### config.mk
export PLATFORM = sky130hd
export DESIGN_NAME = w_clk_module_sync
export DESIGN_NICKNAME = d
export VERILOG_FILES = /design/src/rtl/w_clk_module_sync.sv
export SDC_FILE = /design/constraint.sdc
export NUM_CORES = 1
export LEC_CHECK = 0
export CAP_MARGIN = 40
export CORE_ASPECT_RATIO = 1.2
export CORE_MARGIN = 2
export CORE_UTILIZATION = 47
export DETAILED_ROUTE_END_ITERATION = 8
export PLACE_DENSITY_LB_ADDON = 0.3
export SYNTH_ARGS = -nofsm -noshare
export SYNTH_HDL_FRONTEND = slang
export SYNTH_SLANG_ARGS = --single-unit
### constraint.sdc
create_clock -name w_clk -period 3.83 [get_ports w_clk]
set_clock_uncertainty 0.2 [all_clocks]
set_input_delay 1.149 -clock w_clk [delete_from_list [all_inputs] [get_ports w_clk]]
set_output_delay 1.149 -clock w_clk [all_outputs]
set_load 0.005 [all_outputs]
### src/rtl/w_clk_module_sync.sv
// Write-side pointer and flag controller of the asynchronous FIFO (w_clk domain).
// Keeps the binary/Gray write pointers, synchronizes the Gray read pointer and registers the status flags.
module w_clk_module_sync #(
  parameter int ADDRESS_SIZE = 2,
  parameter int AF_MARGIN    = 1
) (
  input  logic                    w_clk,
  input  logic                    wrst,
  input  logic                    w_en,
  input  logic                    w_ovf_clr,
  input  logic [ADDRESS_SIZE:0]   r_ptr,
  output logic [ADDRESS_SIZE:0]   w_ptr,
  output logic [ADDRESS_SIZE-1:0] w_addr,
  output logic                    w_wen,
  output logic                    w_full,
  output logic                    w_almost_full,
  output logic [ADDRESS_SIZE:0]   w_level,
  output logic                    w_overflow
);

  localparam int DEPTH = 2 ** ADDRESS_SIZE;
  localparam logic [ADDRESS_SIZE:0] PTR_ONE   = (ADDRESS_SIZE + 1)'(1);
  localparam logic [ADDRESS_SIZE:0] AF_THRESH = (ADDRESS_SIZE + 1)'(DEPTH - AF_MARGIN);
  localparam logic [ADDRESS_SIZE:0] PTR_ONES  = '1;
  // Inverting the two MSBs of a Gray read pointer yields the write pointer one lap ahead.
  localparam logic [ADDRESS_SIZE:0] FULL_MASK = ~(PTR_ONES >> 2);

  logic [ADDRESS_SIZE:0] r_bin;
  logic [ADDRESS_SIZE:0] r_gptr;
  logic [ADDRESS_SIZE:0] r_rq1;
  logic [ADDRESS_SIZE:0] r_rq2;
  logic                  r_full;
  logic                  r_af;
  logic [ADDRESS_SIZE:0] r_level;
  logic                  r_ovf;

  logic [ADDRESS_SIZE:0] w_bnext;
  logic [ADDRESS_SIZE:0] w_gnext;
  logic [ADDRESS_SIZE:0] w_rbin_sync;
  logic [ADDRESS_SIZE:0] w_diff;
  logic                  w_accept;

  assign w_accept = w_en & ~r_full & ~wrst;
  assign w_bnext  = w_accept ? (r_bin + PTR_ONE) : r_bin;
  assign w_gnext  = w_bnext ^ (w_bnext >> 1);
  assign w_diff   = w_bnext - w_rbin_sync;

  always_comb begin
    w_rbin_sync = '0;
    for (int i = 0; i <= ADDRESS_SIZE; i++) begin
      w_rbin_sync[i] = ^(r_rq2 >> i);
    end
  end

  always_ff @(posedge w_clk) begin
    if (wrst) begin
      r_bin   <= '0;
      r_gptr  <= '0;
      r_rq1   <= '0;
      r_rq2   <= '0;
      r_full  <= 1'b0;
      r_af    <= 1'b0;
      r_level <= '0;
      r_ovf   <= 1'b0;
    end else begin
      r_bin   <= w_bnext;
      r_gptr  <= w_gnext;
      r_rq1   <= r_ptr;
      r_rq2   <= r_rq1;
      r_full  <= (w_gnext == (r_rq2 ^ FULL_MASK));
      r_af    <= (w_diff >= AF_THRESH);
      r_level <= w_diff;
      // A new overflow on the same edge as a clear keeps the flag set.
      r_ovf   <= (w_en & r_full) | (r_ovf & ~w_ovf_clr);
    end
  end

  assign w_wen         = w_accept;
  assign w_ptr         = r_gptr;
  assign w_addr        = r_bin[ADDRESS_SIZE-1:0];
  assign w_full        = r_full;
  assign w_almost_full = r_af;
  assign w_level       = r_level;
  assign w_overflow    = r_ovf;

endmodule

---- Word-level counts from Yosys, hierarchy flattened ----
Index checks and enable logic that the tools add are counted.
storage, ports and cells
  logic and storage cells ................. 26
  latch bits .............................. 0
  memory bits (read-only) ................. 0
  input bits .............................. 7
  register bits after elaboration ......... 18
  memories ................................ 0
  bits in writable memories ............... 0
cells by class
  bitwise gates (word level) .............. 10
  div/mod/pow operators ................... 0
  reductions and logical operators ........ 3
  multipliers ............................. 0
  add/subtract/negate cells ............... 2
  mux-type cells .......................... 1
  equal/unequal tests ..................... 1
  order comparisons ....................... 1
  shift operators ......................... 0
operators by type and width
  cell                                                  number
  XOR reduction 3 bit                                   3
  bitwise AND 1 bit                                     4
  adder 3 x 1 -> 3 bit (second input constant)          1
  == test 3 bit                                         1
  >= comparator 3 x 2 -> 1 bit (second input constant)  1
  two-way mux 3 bit                                     1
  inverter 1 bit                                        3
  subtractor 3 bit                                      1
  bitwise XOR 3 x 2 -> 3 bit                            1
  inverter 2 bit                                        1
  OR 1 bit                                              1

---- Depth between registers and ports, before layout ----
Gate-level depths: netlist (run 1).
  depth after elaboration ................. 6
  depth in mapped cells ................... 7
  mapped depth without buffers ............ 6

---- Least setup slack after synthesis (run 1) ----
Ideal clock, no wire load.
  path type ............................... in2reg
  start point ............................. input wrst
  end point ............................... register r_af, in the netlist w_almost_full
  slack ................................... 0.712 ns
  arrival ................................. 2.847 ns
  data required time ...................... 3.559 ns
  stages on the path ...................... 6
  library setup time ...................... 0.071 ns
  cells stage by stage .................... buf_6 -> nor3b_4 -> mux2i_1 -> fa_1 -> or2_2 -> a21oi_1
between the ends
  longest elaborated chain between the ends .. 5
ends and longest elaborated chain
  element                       line  RTL
  start, declared               8     input logic wrst,
  inverter 1 bit                43    assign w_accept = w_en & ~r_full & ~wrst;
  bitwise AND 1 bit             43
  via w_wen                     14    output logic w_wen,
  two-way mux 3 bit             44    assign w_bnext = w_accept ? (r_bin + PTR_ONE) : r_bin;
  subtractor 3 bit              46    assign w_diff = w_bnext - w_rbin_sync;
  >= comparator 3 x 2 -> 1 bit  71    r_af <= (w_diff >= AF_THRESH);
  end signal, assigned          71
  end, declared                 33    logic r_af;
The timed path passes the listed nets, and every way through them passes these cells.
A chain may end at the register's enable or synchronous reset.

---- Worst setup path in the final report (run 1) ----
  start point ............................. input w_en
  end point ............................... output w_wen
between the ends
  longest elaborated chain between the ends .. 2
ends and longest elaborated chain
  element                          line  RTL
  start, declared                  9     input logic w_en,
  bitwise AND 1 bit (2 in series)  43
  end, declared                    14
Every way passes these cells.

==> results.py, run 1 <==
metrics = {
    "run_status": {
        "status": "completed",
    },
    "floorplanning": {
        "die_w_um": 41.3,
        "placementRows": 16,
        "die_y_um": 48.7,
        "initial_core_util_pct": 48.9,
        "core-area_sq_um": 1600,
        "io_pins": 19,
        "die-area_sq_um": 2010,
    },
    "route": {
        "firstDrtPassIters": 4,
        "vias": 568,
        "ant_nets": 0,
        "wl_per_cell_um": 11.4,
        "dr.first_iter.drc_count": 16,
        "wirelength_um": 1280,
        "vias_per_cell": 5.07,
        "drc": 0,
    },
    "power": {
        "power_leakage_nw": 0.406,
        "p_per_area_nw_per_um2": 361,
        "ir_worst_vdd_mv": 0.190,
    },
    "clock_tree": {
        "h-tree-depth": 1,
        "ctsResizeCount": 0,
        "path_clk_slew_ns": 0.10,
        "cts-root-buf": "clkbuf_4",
        "clock_sinks": 17,
        "cts_max_path_buffers": 2,
        "postCtsHoldBufs": 0,
        "cts_inserted_buffers": 3,
        "cts_tree": "yes",
        "cts_setup_buffers": 0,
        "clk_latency_ns": 0.28,
    },
    "synthesis": {
        "yosysWarnings": 0,
        "yosys-top-cells-area": "dfxtp_1 43%, xnor2_1 6.7%, xor2_1 5.6%",
        "synthCells": 73,
        "syn_area_sq_um": 783,
        "ys_ff_latch": 17,
        "synthesis.nets": 83,
        "syn_avg_cell_area_sq_um": 10.7,
        "ys_types": 29,
        "synth-seq-area-share_pct": 43.5,
        "yosysTopAreaCell": "dfxtp_1",
        "synth_top_area_share_pct": 43.5,
    },
    "worst_setup_path": {
        "end_kind": "primary output",
        "critPathMaxFanout": 3,
        "r2r-end": "w_almost_full",
        "rr_worst_depth": 5,
        "start_kind": "input pin",
        "crit_top_cell": "clkdlybuf4s50_1",
        "rr_startpoint": "r_bin[0]",
        "crit_chain": "clkdlybuf4s50_1 -> nor3b_4 -> clkdlybuf4s50_1",
        "critPathArrivalTime_ns": 2.39,
        "cp_slowest_cell": "clkdlybuf4s50_1",
        "crit_type": "in -> out",
        "max_stage_delay_ns": 0.53,
        "required_ns": 2.48,
        "reg2reg_setup_slack_ns": 1.56,
    },
    "finish": {
        "final_area_sq_um": 1010,
        "most-common-layout-cells": "18 x clkdlybuf4s50_1, 17 x dfxtp_1, 9 x nor2_1",
        "diodes": 0,
        "layout-drive-gt1-share_pct": 10.6,
        "final_common_cell": "clkdlybuf4s50_1",
        "final_cells": 112,
        "syn2layout_area_growth_pct": 28.9,
        "finalNetCount": 105,
    },
    "timing": {
        "tightestPinTransition_ns": 0.310,
        "rsz0062_at_grt": "false",
        "tns_ns": 0,
        "setup_viol": 0,
        "hold_viol_final": 0,
        "fmax_ghz": 0.267,
        "holdWs_ns": 0.242,
        "finalCritPeriodShare_pct": 97.7,
        "final_max_slew_viol_count": 0,
        "slew_headroom_pct": 78.8,
        "min_period_ns": 3.74,
    },
    "place": {
        "gp_congestion": 0.821,
        "place_inst": 108,
        "placed_cell_area_sq_um": 983,
        "post-dp-hpwl_um": 945,
        "port_buffers": 18,
    },
    "hold_path": {
        "holdPathEnd": "r_rq2[2]",
        "hp-class": "reg -> reg",
        "holdPathStages": 1,
        "hold_start": "r_rq1[2]",
    },
    "global_routing": {
        "grt_pass1_vias": 485,
        "grt_pass1_wl_um": 2020,
        "grt_overflow": 0,
        "grt_start_max_net_pins": 19,
        "track_usage_pct": 14.5,
        "antenna_found_initial": 0,
    },
    "run": {
        "timing.max_cap.violations": 0,
    },
}
[where the power goes]
part           internal (W)  switching [W]
clock             0.0000404      0.0000532
combinational     0.0000457      0.0000283
sequential         0.000189     0.00000712
total              0.000275      0.0000886
[flip-flops by register name, summed over array words and instances (netlist names)]
register       count
r_bin              3
r_rq1              3
r_rq2              3
w_level            3
w_ptr              2
w_almost_full      1
w_full             1
w_overflow         1
[metrics by stage]
stage / power (W) / setup slack [ns] / utilization [%]
after detailed placement: 0.000275 / 0.0888 / 61.4
after CTS: 0.000365 / 0.0851 / 63.0
final: 0.000364 / 0.0867 / 63.0
after global placement: 0.000273 / 0.106 / 61.4
after global routing: 0.000387 / 0.0514 / 63.0
after floorplan: 0.000241 / 0.712 / -
[worst max-delay path: cells and delay by family]
kind,cells,cell delay [ns]
AND/OR/NAND/NOR,1,0.22
buffers and inverters,2,1.02
[worst max-delay path by stage]
stage,end,startpoint
2_1_floorplan,w_almost_full,wrst
3_3_place_gp,w_wen,w_en
3_5_place_dp,w_wen,w_en
4_1_cts,w_wen,w_en
5_1_grt,w_wen,w_en
6_report,w_wen,w_en
[cell type report]
cell class              count  area, sq um
clock buffers               4         26.3
fillers                   144          592
inverters                   2         7.51
multi-input cells          50          410
flip-flops and latches     17          340
well taps                  18         22.5
repair buffers             21          203
[cells by family after synthesis]
kind of cell	share of synthesized area [%]
xor+xnor	15.2
compound gates	7.03
fa+ha+maj	5.75
simple gates	20.6
flops	43.5
buf+inv	4.15
mux	3.83
[cell usage after synthesis]
cell type / count
o311ai_0: 1
nand2_1: 1
xnor2_1: 6
a311o_1: 1
clkbuf_1: 1
and3b_1: 1
nor3_2: 1
dfxtp_1: 17
a311oi_1: 1
mux2i_1: 3
or2_2: 1
buf_2: 1
fa_1: 1
inv_1: 2
xnor3_1: 1
clkbuf_2: 1
and4bb_2: 1
xor2_1: 5
nand2b_1: 3
ha_1: 2
nor2b_1: 1
nor2_1: 9
nor3_1: 1
a21oi_1: 2
o311a_1: 1
nor3b_4: 1
buf_6: 1
a21boi_0: 1
and2b_1: 5
[routing by layer]
layer  up-vias  global-route usage, %  share of wire (%)  wire (um)
li1        288                      -                  -          -
met4         0                   6.99                1.6         21
met3         4                   4.59                5.8         74
met2        25                   21.6                 48        609
met5         -                      0                  0          0
met1       251                   18.0                 45        570
Note: power is estimated with default switching activity, not from simulation.
==> run 2: changes to the inputs <==
PLACE_DENSITY = 0.88   (was default)
PLACE_DENSITY_LB_ADDON = default   (was 0.3)
==> run 2 against run 1 <==
Die area did not move. Sequential cell count did not move. Maximum frequency fell by 0.45%. Non-clock buffer count did not move. Combinational power rose by 1%. Wire length rose by 14%. Utilization rose by 0.078 points. Final cell count did not move. Clock power rose by 3.7%. Hold slack got worse by 0.00088 ns. Register-to-register slack barely moved. Critical path type unchanged. Largest cell class unchanged.
==> results.py, run 2 (synthesis results as in run 1) <==
metrics = {
    "worst_setup_path": {
        "start_kind": "input pin",
        "crit_chain": "clkdlybuf4s50_1 -> nor3b_4 -> clkdlybuf4s50_1",
        "critPathMaxFanout": 3,
        "crit_type": "in -> out",
        "end_kind": "primary output",
        "cp_slowest_cell": "clkdlybuf4s50_1",
        "rr_startpoint": "r_bin[0]",
        "critPathArrivalTime_ns": 2.41,
        "startpoint": "w_en",
        "crit_top_cell": "clkdlybuf4s50_1",
        "required_ns": 2.48,
        "max_stage_delay_ns": 0.53,
    },
    "clock_tree": {
        "cts_tree": "yes",
        "cts_setup_buffers": 0,
        "postCtsHoldBufs": 0,
        "ctsResizeCount": 0,
        "h-tree-depth": 1,
        "clk_latency_ns": 0.30,
        "clock_sinks": 17,
        "path_clk_slew_ns": 0.10,
        "cts_inserted_buffers": 3,
        "cts_max_path_buffers": 2,
        "cts-root-buf": "clkbuf_4",
    },
    "place": {
        "post-dp-hpwl_um": 1100,
        "gp_congestion": 0.803,
        "port_buffers": 18,
    },
    "timing": {
        "rsz0062_at_grt": "false",
        "hold_viol_final": 0,
        "slew_headroom_pct": 73.4,
        "setup_viol": 0,
        "tns_ns": 0,
        "final_max_slew_viol_count": 0,
        "tightestPinTransition_ns": 0.394,
        "fmax_ghz": 0.266,
        "min_period_ns": 3.76,
        "finalCritPeriodShare_pct": 98.2,
    },
    "route": {
        "ant_nets": 0,
        "dr.first_iter.drc_count": 6,
        "wl_per_cell_um": 12.9,
        "wirelength_um": 1450,
        "drc": 0,
        "vias": 568,
        "firstDrtPassIters": 4,
        "vias_per_cell": 5.07,
    },
    "global_routing": {
        "grt_pass1_vias": 571,
        "track_usage_pct": 17.9,
        "antenna_found_initial": 0,
        "grt_pass1_wl_um": 2340,
        "grt_overflow": 0,
        "grt_start_max_net_pins": 19,
    },
    "floorplanning": {
        "io_pins": 19,
        "core-area_sq_um": 1600,
        "die-area_sq_um": 2010,
        "die_y_um": 48.7,
        "initial_core_util_pct": 48.9,
        "die_w_um": 41.3,
        "placementRows": 16,
    },
    "power": {
        "total_power_w": 0.000369,
        "p_per_area_nw_per_um2": 365,
        "power_leakage_nw": 0.409,
        "ir_worst_vdd_mv": 0.254,
    },
    "finish": {
        "finalNetCount": 105,
        "syn2layout_area_growth_pct": 29.1,
        "final_common_cell": "clkdlybuf4s50_1",
        "layout-drive-gt1-share_pct": 11.7,
        "diodes": 0,
        "fill_cells": 143,
        "most-common-layout-cells": "18 x clkdlybuf4s50_1, 17 x dfxtp_1, 9 x nor2_1",
    },
    "run_status": {
        "status": "completed",
    },
    "hold_path": {
        "hp-class": "reg -> reg",
        "hold_start": "r_rq1[2]",
    },
    "run": {
        "timing.max_cap.violations": 0,
    },
}
## run 2: cell types whose count changed in the layout (fill, tap and decap cells not counted)
cell      before  now
clkbuf_1       1    0
clkinv_2       0    1
## run 2: area by class of cell
class,instances,area (sq um),area share (%)
repair buffers,21,203,20.0
clock buffers,3,22.5,2.23
well taps,18,22.5,2.23
flip-flops and latches,17,340,33.7
multi-input cells,50,410,40.6
inverters,2,7.51,0.743
clock inverters,1,5.00,0.495
## run 2: layer usage
metal	up-vias	share of wire, %	global-route usage, %
met5	-	0	0
met4	0	5.3	13.4
met3	7	4.1	5.50
met2	22	50	27.3
met1	255	41	18.9
li1	284	-	-
## run 2: critical path: cells and delay by family
| kind | cells | cell delay [ns] |
|---|---|---|
| buffers and inverters | 2 | 1.04 |
| AND/OR/NAND/NOR | 1 | 0.22 |
## run 2: path summary, 6_finish.rpt
kind / to / slack, ns / depth (start not counted)
max: w_wen / 0.07 / 3
min: r_rq2[2] / 0.24 / 1
max reg2reg: w_almost_full / 1.56 / 5
min reg2reg: r_rq2[2] / 0.24 / 1
## run 2: metrics by stage
step / hold WS (ns) / utilization (%) / instance area (sq um) / setup slack (ns) / instances
6_report: 0.241 / 63.1 / 1010 / 0.0698 / 112
5_1_grt: 0.266 / 63.1 / 1010 / 0.0328 / 112
4_1_cts: 0.248 / 63.1 / 1010 / 0.0732 / 112
3_5_place_dp: 0.224 / 61.4 / 983 / 0.0747 / 108
3_3_place_gp: 0.215 / 61.4 / 983 / 0.0940 / 108
2_1_floorplan: 0.211 / - / 783 / 0.712 / 73
## run 2: power by group
part | internal (W) | total [W] | switching, W
sequential | 0.000189 | 0.000197 | 0.00000731
clock | 0.0000390 | 0.0000970 | 0.0000581
combinational | 0.0000457 | 0.0000749 | 0.0000291
